$ cat src/rtl/ber_seq_pkg.sv
// Shared types and constants for the BER mode sweep sequencer.
package ber_seq_pkg;

    typedef enum logic [1:0] {
        ST_IDLE     = 2'd0,
        ST_SETTLE   = 2'd1,
        ST_MEAS     = 2'd2,
        ST_WAIT_ACK = 2'd3
    } state_t;

    localparam logic [7:0] MODE_MIN  = 8'd9;
    localparam logic [7:0] MODE_MAX  = 8'd31;
    localparam logic [7:0] MODE_IDLE = 8'd0;

    localparam logic [1:0] ERR_NONE = 2'b00;
    localparam logic [1:0] ERR_CFG  = 2'b01;
    localparam logic [1:0] ERR_TMO  = 2'b10;

    function automatic int max3(input int a, input int b, input int c);
        int m;
        m = (a > b) ? a : b;
        return (m > c) ? m : c;
    endfunction

endpackage

$ cat src/rtl/ber_mode_seq_if.sv
// Host/stimulus/BER-counter signal bundle for the mode sweep sequencer.
interface ber_mode_seq_if #(
    parameter int DWELL_W = 16
);
    logic               START;
    logic               ABORT;
    logic [7:0]         MAIN_FIRST;
    logic [7:0]         MAIN_LAST;
    logic [7:0]         SUB_LAST;
    logic [DWELL_W-1:0] DWELL;
    logic               MEAS_ACK;
    logic [7:0]         MAIN_MODE;
    logic [7:0]         SUB_MODE;
    logic               MEAS_REQ;
    logic               BUSY;
    logic               DONE;
    logic [1:0]         ERR;

    modport master (
        output START, ABORT, MAIN_FIRST, MAIN_LAST, SUB_LAST, DWELL, MEAS_ACK,
        input  MAIN_MODE, SUB_MODE, MEAS_REQ, BUSY, DONE, ERR
    );

    modport slave (
        input  START, ABORT, MAIN_FIRST, MAIN_LAST, SUB_LAST, DWELL, MEAS_ACK,
        output MAIN_MODE, SUB_MODE, MEAS_REQ, BUSY, DONE, ERR
    );

endinterface

$ cat src/rtl/ber_seq_timer.sv
// Loadable down-counter that stops at zero; shared by settle, dwell and ack timeout.
module ber_seq_timer #(
    parameter int W = 16
) (
    input  logic         CLK,
    input  logic         RSTX,
    input  logic         load,
    input  logic [W-1:0] load_val,
    output logic         zero
);

    logic [W-1:0] count_q;
    logic [W-1:0] count_d;

    always_comb begin
        count_d = count_q;
        if (load) begin
            count_d = load_val;
        end else if (count_q != '0) begin
            count_d = count_q - W'(1);
        end
    end

    always_ff @(posedge CLK or negedge RSTX) begin
        if (!RSTX) begin
            count_q <= '0;
        end else begin
            count_q <= count_d;
        end
    end

    assign zero = (count_q == '0);

endmodule

$ cat src/rtl/ber_mode_seq.sv
// Sweeps MAIN_MODE/SUB_MODE over a latched range, opening one BER measurement
// window per pair and waiting for the counter's acknowledge before stepping.
module ber_mode_seq
    import ber_seq_pkg::*;
#(
    parameter int SETTLE_CYC = 4,
    parameter int DWELL_W    = 16,
    parameter int ACK_TMO    = 1024
) (
    input  logic           CLK,
    input  logic           RSTX,
    ber_mode_seq_if.slave  bus
);

    localparam int TMR_W = max3(DWELL_W, $clog2(ACK_TMO + 1), $clog2(SETTLE_CYC + 1));

    // Timer counts down to zero, so each phase loads its length minus one.
    localparam logic [TMR_W-1:0] SETTLE_LOAD = TMR_W'(SETTLE_CYC - 1);
    localparam logic [TMR_W-1:0] TMO_LOAD    = TMR_W'(ACK_TMO - 1);

    state_t             state_q, state_d;
    logic [7:0]         main_q, main_d;
    logic [7:0]         sub_q, sub_d;
    logic [7:0]         main_last_q, main_last_d;
    logic [7:0]         sub_last_q, sub_last_d;
    logic [DWELL_W-1:0] dwell_q, dwell_d;
    logic               meas_req_q, meas_req_d;
    logic               busy_q, busy_d;
    logic               done_q, done_d;
    logic [1:0]         err_q, err_d;

    logic               tmr_load;
    logic [TMR_W-1:0]   tmr_val;
    logic               tmr_zero;
    logic               cfg_ok;
    logic [DWELL_W-1:0] dwell_m1;

    assign cfg_ok   = (bus.MAIN_FIRST >= MODE_MIN) &&
                      (bus.MAIN_FIRST <= bus.MAIN_LAST) &&
                      (bus.MAIN_LAST <= MODE_MAX);
    assign dwell_m1 = (dwell_q == '0) ? '0 : dwell_q - DWELL_W'(1);

    ber_seq_timer #(.W(TMR_W)) u_timer (
        .CLK      (CLK),
        .RSTX     (RSTX),
        .load     (tmr_load),
        .load_val (tmr_val),
        .zero     (tmr_zero)
    );

    always_comb begin
        state_d     = state_q;
        main_d      = main_q;
        sub_d       = sub_q;
        main_last_d = main_last_q;
        sub_last_d  = sub_last_q;
        dwell_d     = dwell_q;
        done_d      = 1'b0;
        err_d       = ERR_NONE;
        tmr_load    = 1'b0;
        tmr_val     = SETTLE_LOAD;

        case (state_q)
            ST_IDLE: begin
                if (bus.START && !bus.ABORT) begin
                    if (cfg_ok) begin
                        main_last_d = bus.MAIN_LAST;
                        sub_last_d  = bus.SUB_LAST;
                        dwell_d     = bus.DWELL;
                        main_d      = bus.MAIN_FIRST;
                        sub_d       = 8'd0;
                        state_d     = ST_SETTLE;
                        tmr_load    = 1'b1;
                    end else begin
                        err_d = ERR_CFG;
                    end
                end
            end
            ST_SETTLE: begin
                if (tmr_zero) begin
                    state_d  = ST_MEAS;
                    tmr_load = 1'b1;
                    tmr_val  = TMR_W'(dwell_m1);
                end
            end
            ST_MEAS: begin
                if (tmr_zero) begin
                    state_d  = ST_WAIT_ACK;
                    tmr_load = 1'b1;
                    tmr_val  = TMO_LOAD;
                end
            end
            ST_WAIT_ACK: begin
                // An acknowledge on the final timeout cycle still counts.
                if (bus.MEAS_ACK) begin
                    if (main_q == main_last_q && sub_q == sub_last_q) begin
                        done_d  = 1'b1;
                        state_d = ST_IDLE;
                        main_d  = MODE_IDLE;
                        sub_d   = MODE_IDLE;
                    end else begin
                        if (sub_q < sub_last_q) begin
                            sub_d = sub_q + 8'd1;
                        end else begin
                            sub_d  = 8'd0;
                            main_d = main_q + 8'd1;
                        end
                        state_d  = ST_SETTLE;
                        tmr_load = 1'b1;
                    end
                end else if (tmr_zero) begin
                    err_d   = ERR_TMO;
                    state_d = ST_IDLE;
                    main_d  = MODE_IDLE;
                    sub_d   = MODE_IDLE;
                end
            end
            default: begin
                state_d = ST_IDLE;
                main_d  = MODE_IDLE;
                sub_d   = MODE_IDLE;
            end
        endcase

        if (bus.ABORT && state_q != ST_IDLE) begin
            state_d  = ST_IDLE;
            main_d   = MODE_IDLE;
            sub_d    = MODE_IDLE;
            done_d   = 1'b0;
            err_d    = ERR_NONE;
            tmr_load = 1'b0;
        end

        meas_req_d = (state_d == ST_MEAS);
        busy_d     = (state_d != ST_IDLE);
    end

    always_ff @(posedge CLK or negedge RSTX) begin
        if (!RSTX) begin
            state_q     <= ST_IDLE;
            main_q      <= MODE_IDLE;
            sub_q       <= MODE_IDLE;
            main_last_q <= '0;
            sub_last_q  <= '0;
            dwell_q     <= '0;
            meas_req_q  <= 1'b0;
            busy_q      <= 1'b0;
            done_q      <= 1'b0;
            err_q       <= ERR_NONE;
        end else begin
            state_q     <= state_d;
            main_q      <= main_d;
            sub_q       <= sub_d;
            main_last_q <= main_last_d;
            sub_last_q  <= sub_last_d;
            dwell_q     <= dwell_d;
            meas_req_q  <= meas_req_d;
            busy_q      <= busy_d;
            done_q      <= done_d;
            err_q       <= err_d;
        end
    end

    assign bus.MAIN_MODE = main_q;
    assign bus.SUB_MODE  = sub_q;
    assign bus.MEAS_REQ  = meas_req_q;
    assign bus.BUSY      = busy_q;
    assign bus.DONE      = done_q;
    assign bus.ERR       = err_q;

endmodule

$ cat src/flat_wrapper.sv
// flat-port wrapper written by rule: the top's interface ports become plain ports
module ber_mode_seq_flat import ber_seq_pkg::*;
#(
    parameter int SETTLE_CYC = 4,
    parameter int DWELL_W    = 16,
    parameter int ACK_TMO    = 1024
)
  (CLK, RSTX, bus_START, bus_ABORT, bus_MAIN_FIRST, bus_MAIN_LAST, bus_SUB_LAST, bus_DWELL, bus_MEAS_ACK, bus_MAIN_MODE, bus_SUB_MODE, bus_MEAS_REQ, bus_BUSY, bus_DONE, bus_ERR);
  ber_mode_seq_if #(.DWELL_W(DWELL_W)) bus_i ();
  input  logic CLK;
  input  logic RSTX;
  input wire logic [$bits(bus_i.START)-1:0] bus_START;
  input wire logic [$bits(bus_i.ABORT)-1:0] bus_ABORT;
  input wire logic [$bits(bus_i.MAIN_FIRST)-1:0] bus_MAIN_FIRST;
  input wire logic [$bits(bus_i.MAIN_LAST)-1:0] bus_MAIN_LAST;
  input wire logic [$bits(bus_i.SUB_LAST)-1:0] bus_SUB_LAST;
  input wire logic [$bits(bus_i.DWELL)-1:0] bus_DWELL;
  input wire logic [$bits(bus_i.MEAS_ACK)-1:0] bus_MEAS_ACK;
  output wire logic [$bits(bus_i.MAIN_MODE)-1:0] bus_MAIN_MODE;
  output wire logic [$bits(bus_i.SUB_MODE)-1:0] bus_SUB_MODE;
  output wire logic [$bits(bus_i.MEAS_REQ)-1:0] bus_MEAS_REQ;
  output wire logic [$bits(bus_i.BUSY)-1:0] bus_BUSY;
  output wire logic [$bits(bus_i.DONE)-1:0] bus_DONE;
  output wire logic [$bits(bus_i.ERR)-1:0] bus_ERR;
  assign bus_i.START = bus_START;
  assign bus_i.ABORT = bus_ABORT;
  assign bus_i.MAIN_FIRST = bus_MAIN_FIRST;
  assign bus_i.MAIN_LAST = bus_MAIN_LAST;
  assign bus_i.SUB_LAST = bus_SUB_LAST;
  assign bus_i.DWELL = bus_DWELL;
  assign bus_i.MEAS_ACK = bus_MEAS_ACK;
  assign bus_MAIN_MODE = bus_i.MAIN_MODE;
  assign bus_SUB_MODE = bus_i.SUB_MODE;
  assign bus_MEAS_REQ = bus_i.MEAS_REQ;
  assign bus_BUSY = bus_i.BUSY;
  assign bus_DONE = bus_i.DONE;
  assign bus_ERR = bus_i.ERR;
  ber_mode_seq #(.SETTLE_CYC(SETTLE_CYC), .DWELL_W(DWELL_W), .ACK_TMO(ACK_TMO)) u_core (.CLK(CLK), .RSTX(RSTX), .bus(bus_i));
endmodule
$ cat config.mk
export PLATFORM = sky130hd
export DESIGN_NAME = ber_mode_seq_flat
export DESIGN_NICKNAME = d
export VERILOG_FILES = /design/src/rtl/ber_seq_pkg.sv /design/src/rtl/ber_mode_seq_if.sv /design/src/rtl/ber_seq_timer.sv /design/src/rtl/ber_mode_seq.sv /design/src/flat_wrapper.sv
export SDC_FILE = /design/constraint.sdc
export NUM_CORES = 1
export LEC_CHECK = 0
export CELL_PAD_IN_SITES_DETAIL_PLACEMENT = 1
export CELL_PAD_IN_SITES_GLOBAL_PLACEMENT = 2
export CORE_MARGIN = 4
export CORE_UTILIZATION = 37
export CTS_CLUSTER_DIAMETER = 200
export DETAILED_ROUTE_END_ITERATION = 8
export PLACE_DENSITY_LB_ADDON = 0.05
export SLEW_MARGIN = 20
export SYNTH_ARGS = -nofsm -noshare
export SYNTH_HDL_FRONTEND = slang
export SYNTH_SLANG_ARGS = --single-unit
$ cat constraint.sdc
create_clock -name CLK -period 7.7 [get_ports CLK]
set_input_delay 1.54 -clock CLK [delete_from_list [all_inputs] [get_ports CLK]]
set_output_delay 1.54 -clock CLK [all_outputs]
set_load 0.01 [all_outputs]
## Word level (Yosys, flattened, before mapping)

Cells that the tools add are included.
Widths: inputs -> output; s select.

| word-level totals | value |
|---|---|
| register bits | 71 |
| input port bits | 45 |
| output and inout port bits | 21 |
| logic and storage cells | 94 |

| operators by class | value |
|---|---|
| add/sub/neg operators | 4 |
| order comparisons | 4 |
| equality and inequality tests | 10 |
| muxes and demuxes | 47 |
| reductions and logical operators | 18 |

Operators with widths:

| cell | count |
|---|---|
| $mux 8 | 13 |
| $mux 16 | 4 |
| $logic_not 16->1 | 2 |
| $pmux 16 s2 | 1 |
| $pmux 8 s2 | 2 |
| $sub 16x1->16 const B | 2 |
| $mux 2 | 11 |
| $add 8x1->8 const B | 2 |
| $eq 8x8->1 | 2 |
| $reduce_bool 16->1 | 1 |
| $mux 1 | 12 |
| $mux 10 | 1 |
| $ge 8x4->1 const B | 1 |
| $le 8x5->1 const B | 1 |
| $le 8x8->1 | 1 |
| $lt 8x8->1 | 1 |
| $pmux 2 s4 | 1 |
| $eq 2x2->1 const B | 3 |
| $ne 3x1->1 const B | 2 |
| $reduce_bool 2->1 | 3 |
| $logic_and 1x1->1 | 5 |
| $ne 5x4->1 const B | 1 |
| $reduce_and 5->1 | 1 |
| $ne 4x2->1 const B | 1 |
| other kinds (9) | 9 |

## Logic depth before layout (Yosys ltp)

| logic depth | value |
|---|---|
| depth after elaboration | 8 |
| mapped depth | 11 |

## Hierarchy

A second synthesis with hierarchy kept.

| second synthesis, totals | value |
|---|---|
| cell total of the unflattened synthesis | 476 |
| area total of the unflattened synthesis | 4393.0 um^2 |

Modules (own cells, without submodules):

| module | times used | cells each | area an instance (um^2) |
|---|---|---|---|
| ber_mode_seq | 1 | 372 | 3433.3 |
| ber_seq_timer | 1 | 104 | 959.7 |

## Least setup slack after synthesis

Ideal clock, no wire load.

| timing path | value |
|---|---|
| path kind | input-to-reg |
| start point | in bus_MAIN_LAST[1] |
| end point | reg u_core.sub_last_q[1] |
| library setup time | 127 ps |
| data arrival time | 3829 ps |
| slack | 3744 ps |
| cell stages on the path | 11 |
| cell sequence | inv_1 ha_1 nor2b_1 o211ai_1 a211oi_1 or3b_2 clkbuf_1 or2_2 clkbuf_1 buf_1 mux2_1 |

| on the way | value |
|---|---|
| cells in the longest elaborated chain, start to end | 4 |
| elaborated cells on any way between the ends | 5 |
| classes of those cells | 2 x order compare; 3 x reduce/logical |

Ends and longest elaborated chain:

| what | line | RTL |
|---|---|---|
| from (decl) | flat_wrapper.sv:15 | `input wire logic [$bits(bus_i.MAIN_LAST)-1:0] bus_MAIN_LAST;` |
| $le 8x8->1 | ber_mode_seq.sv:39 | `(bus.MAIN_FIRST <= bus.MAIN_LAST) &&` |
| $logic_and 1x1->1 | ber_mode_seq.sv:38 | `assign cfg_ok = (bus.MAIN_FIRST >= MODE_MIN) &&` |
| $logic_and 1x1->1 * | ber_mode_seq.sv:39 |  |
| $reduce_and 3->1 (no source line) * | - |  |
| to (signal assigned) | ber_mode_seq.sv:155 | `sub_last_q <= sub_last_d;` |
| to (decl) | ber_mode_seq.sv:25 | `logic [7:0] sub_last_q, sub_last_d;` |

Every way passes the cells marked *; elsewhere a longest branch is shown, timed or not.
A chain may end at the register's enable or synchronous reset.

## Final worst setup path

| timing path | value |
|---|---|
| start point | in bus_MAIN_FIRST[3] |
| end point | reg u_core.sub_last_q[1] |

| on the way | value |
|---|---|
| cells in the longest elaborated chain, start to end | 4 |
| elaborated cells on any way between the ends | 5 |
| classes of those cells | 2 x order compare; 3 x reduce/logical |

Ends and longest elaborated chain:

| what | line | RTL |
|---|---|---|
| from (decl) | flat_wrapper.sv:14 | `input wire logic [$bits(bus_i.MAIN_FIRST)-1:0] bus_MAIN_FIRST;` |
| $ge 8x4->1 / $le 8x8->1 (equally long branches) | ber_mode_seq.sv:38, ber_mode_seq.sv:39 |  |
| $logic_and 1x1->1 * | ber_mode_seq.sv:38 |  |
| $logic_and 1x1->1 * | ber_mode_seq.sv:39 |  |
| $reduce_and 3->1 (no source line) * | - |  |

Marks and branches as above.

==> impl_summary.txt <==
----------------------------------------------------
[CTS]
  Buffer cell driving the clock tree root ... sky130_fd_sc_hd__clkbuf_16
  CTS-repair resized insts ... 0
  Number of H-tree levels ... 3
  Worst-path clk slew ... 60 ps
  Maximum number of buffers from clock root to sink ... 2
  Clock Sinks ... 71
  Number of buffers inserted during clock tree synthesis ... 9
  Hold buffer count at CTS ... 0
  CTS tree ... built
  Skew-Pair Late Insertion Delay ... 340 ps
  Setup bufs post-CTS ... 0

[Detailed routing]
  Post-detailed-route via-to-cell ratio ... 5.357
  Iteration count of the initial detailed-routing pass ... 4
  Drt initial violations ... 137
  DR DRC count ... 0
  Total number of vias ... 3589
  Post-DR wirelength/cell ... 18.21 µm
  WL final ... between 10000 and 15000 µm
  DRT antenna net count ... 0

[Min path]
  Launch point of the worst hold path ... u_core.sub_last_q[1]$_DFFE_PN0P_
  Min-Delay Path Class ... reg2reg
  Min-Delay Path Depth ... 1

[Timing]
  Share of the cycle needed by the critical path after routing ... 0.5464
  Final-layout setup total negative slack ... 0 ps
  Setup skew after layout ... 10.11 ps
  Headroom to the max-slew limit ... 0.2970
  Max Fclk ... 237.7 MHz
  Slew at the pin closest to its max-slew limit ... 1055 ps
  Final hold violation count ... 0
  RSZ-0062 raised after global routing ... false
  Number of setup violations in the final report ... 0
  Final critical delay including setup and external delays ... about 4200 ps
  Final slew viol count ... 0

[Placed design]
  Total of buffers placed on input and output ports ... 65
  RePlAce Congestion ... 0.7972
  Cell Area, Placed ... roughly 5300 µm²
  HPWL after DPL ... roughly 9000 µm

[Critical path]
  R2r startpoint ... u_core.u_timer.count_q[3]$_DFFE_PN0P_
  Cell count along the critical path ... 6
  Startpoint class of the critical path ... input pin
  Ordered list of cells on the worst path ... clkdlybuf4s50_1, o31ai_1, a2111oi_0, or3b_2, or2_2, mux2_1
  Origin of the worst setup path ... bus_MAIN_FIRST[3]
  Cell with the biggest individual delay on the critical path ... sky130_fd_sc_hd__a2111oi_0
  Type of the setup path with the least slack ... in2reg
  Number of cells on the worst reg-to-reg path ... 6
  Setup crit end kind ... flip-flop
  Total buffers and inverters traversed by the critical path ... 1
  Maximum fanout along the worst path ... 32
  Delay of the slowest cell on the worst path ... approximately 620 ps
  Worst path arrival time ... 4420 ps
  Critical path data required time ... between 7000 and 8000 ps
  Cell family with the largest share of critical-path delay ... simple AND/OR/NAND/NOR gates

[Yosys]
  Post-synthesis instance total ... 460
  Dominant cells by area after synthesis ... sky130_fd_sc_hd__dfrtp_1 (39%), sky130_fd_sc_hd__ha_1 (7.5%), sky130_fd_sc_hd__mux2_2 (6.2%)
  Summed instance area of the synthesized netlist ... 4522 µm²
  Area fraction of the dominant cell type after synthesis ... 0.3929
  Post-synthesis register bit count ... 71
  Number of distinct library cell variants in the gate-level netlist after synthesis ... 59
  Most frequently used flop master after synthesis ... sky130_fd_sc_hd__dfrtp_1
  Post-synthesis sequential area ratio ... 0.3929
  Cell taking the most area after synthesis ... sky130_fd_sc_hd__dfrtp_1
  Net count of the mapped netlist ... 532
  Number of warnings printed during yosys synthesis ... 0
  Post-synthesis average cell area ... 9.830 µm²
  Number of flops mapped to enable cells by yosys ... 0
  Synth async-reset ratio ... 1.000

[Die]
  Core Footprint ... 12010 µm²
  Die area ... 14050 µm²
  Initial cell density of the core ... 0.3765
  Die Width ... 118.6 µm
  Number of placed I/O pins ... 66
  Die H ... 118.6 µm
  Placement Rows ... 40

[Final layout]
  Number of nets in the layout ... 591
  Filler Cell Count ... 1356
  Antenna cell count ... 0
  Area growth syn-to-layout ... 23.88%
  Layout cell share with drive strength beyond 1 ... 0.1071
  Layout Cell Area excl Fill ... 5602 µm²
  Commonest cells after routing, fill and taps aside ... sky130_fd_sc_hd__dfrtp_1 (71), sky130_fd_sc_hd__clkdlybuf4s50_1 (64), sky130_fd_sc_hd__nor2_1 (38)
  Most common cell after layout, fill and taps aside ... sky130_fd_sc_hd__dfrtp_1

[Power and ir drop]
  Max rail drop VDD ... 0.0001752 V
  Power Density ... 311.8 nW/µm²
  Static leakage ... 2.423 nW

[Global route]
  Wire length of the first global-routing pass ... 20560 µm
  Total congestion overflow ... 0
  Antenna violations before repair ... 0
  Pin count of the biggest net entering global routing ... 72
  Vias in the first global route ... 3830
  Gr usage total ... 0.1809

[Run]
  Max_cap viols ... 0

[Outcome]
  Status ... completed

----------------------------------------------------
path summary, 6_finish.rpt:
check | endpoint | slack (ps)
min | u_core.sub_last_q[1]$_DFFE_PN0P_ | 510
max in group asynchronous | u_core.u_timer.count_q[12]$_DFFE_PN0P_ | 5700
max reg2reg | u_core.u_timer.count_q[0]$_DFFE_PN0P_ | 4110
max | u_core.sub_last_q[1]$_DFFE_PN0P_ | 3490
min in group asynchronous | u_core.u_timer.count_q[4]$_DFFE_PN0P_ | 1320
min reg2reg | u_core.sub_last_q[1]$_DFFE_PN0P_ | 510
registers in the layout (all words and copies together), names as in the netlist:
| register | flops |
|---|---|
| u_core.bus.MEAS_REQ | 1 |
| u_core.bus.SUB_MODE | 8 |
| u_core.sub_last_q | 8 |
| u_core.main_last_q | 8 |
| u_core.state_q | 2 |
| u_core.u_timer.count_q | 16 |
| u_core.bus.MAIN_MODE | 8 |
| u_core.dwell_q | 16 |
| u_core.bus.DONE | 1 |
| u_core.bus.BUSY | 1 |
| u_core.bus.ERR | 2 |
per-layer routing:
layer	vias up	global-route usage	wire length, µm
met2	65	0.2700	5392
met4	0	0.03910	107
li1	1767	-	-
met3	10	0.04785	501
met5	-	0	0
met1	1747	0.2630	6199
Yosys cell counts (2+ instances only):
cell type / n
sky130_fd_sc_hd__dfrtp_1: 71
sky130_fd_sc_hd__nand2_1: 34
sky130_fd_sc_hd__nand2b_1: 2
sky130_fd_sc_hd__nor2b_1: 6
sky130_fd_sc_hd__buf_6: 3
sky130_fd_sc_hd__o32a_1: 2
sky130_fd_sc_hd__and3_1: 7
sky130_fd_sc_hd__nor4_1: 9
sky130_fd_sc_hd__a221o_1: 4
sky130_fd_sc_hd__nand3b_1: 3
sky130_fd_sc_hd__or2_2: 3
sky130_fd_sc_hd__or4_4: 2
sky130_fd_sc_hd__a211o_1: 2
sky130_fd_sc_hd__mux2_4: 3
sky130_fd_sc_hd__and2_1: 4
sky130_fd_sc_hd__xor2_1: 20
sky130_fd_sc_hd__clkbuf_1: 13
sky130_fd_sc_hd__a22oi_1: 4
sky130_fd_sc_hd__nand4_1: 7
sky130_fd_sc_hd__buf_1: 2
sky130_fd_sc_hd__nor4b_1: 3
sky130_fd_sc_hd__nor2_1: 38
sky130_fd_sc_hd__ha_1: 27
sky130_fd_sc_hd__o31ai_1: 8
sky130_fd_sc_hd__a21oi_1: 11
sky130_fd_sc_hd__nor3_1: 15
sky130_fd_sc_hd__a32oi_1: 3
sky130_fd_sc_hd__o21ai_0: 23
sky130_fd_sc_hd__mux2i_1: 16
sky130_fd_sc_hd__a211oi_1: 3
sky130_fd_sc_hd__nor3b_1: 2
sky130_fd_sc_hd__mux2_2: 25
sky130_fd_sc_hd__mux2_1: 4
sky130_fd_sc_hd__xnor2_1: 15
sky130_fd_sc_hd__inv_1: 28
sky130_fd_sc_hd__nand4b_1: 3
sky130_fd_sc_hd__o31a_1: 2
sky130_fd_sc_hd__o41ai_1: 5
sky130_fd_sc_hd__nand3_1: 8
where the power goes:
| part | switching (mW) | leakage, nW | internal [mW] |
|---|---|---|---|
| Clock | 0.164 | 0.162 | 0.301 |
| Combinational | 0.327 | 1.35 | 0.315 |
| Sequential | 0.145 | 0.910 | 0.495 |
metrics by stage:
stage	utilization	instances	hold slack, ps	worst slack [ps]	total power [mW]
after floorplan	-	460	464.2	3744	1.061
after global placement	0.4389	655	481.0	3145	1.267
after detailed placement	0.4389	655	497.2	3088	1.286
after CTS	0.4664	670	510.3	3441	1.766
after global routing	0.4664	670	523.4	3337	1.873
final	0.4664	670	507.1	3493	1.746
area by class of cell:
| type | count | area [µm²] | area share |
|---|---|---|---|
| inverters | 29 | 108.9 | 0.01943 |
| flip-flops and latches | 71 | 1777 | 0.3172 |
| repair buffers | 67 | 663.1 | 0.1184 |
| clock inverters | 4 | 77.57 | 0.01385 |
| multi-input cells | 341 | 2539 | 0.4532 |
| clock buffers | 11 | 252.7 | 0.04512 |
| well taps | 147 | 183.9 | 0.03283 |
kinds of logic after synthesis:
| logic type | Yosys count | synth area share |
|---|---|---|
| compound gates | 76 | 0.1218 |
| xor+xnor | 35 | 0.06779 |
| fa+ha+maj | 27 | 0.07471 |
| buf+inv | 48 | 0.04566 |
| flops | 71 | 0.3929 |
| mux | 48 | 0.1176 |
| simple gates | 155 | 0.1796 |
Note: power is estimated with default switching activity, not from simulation.
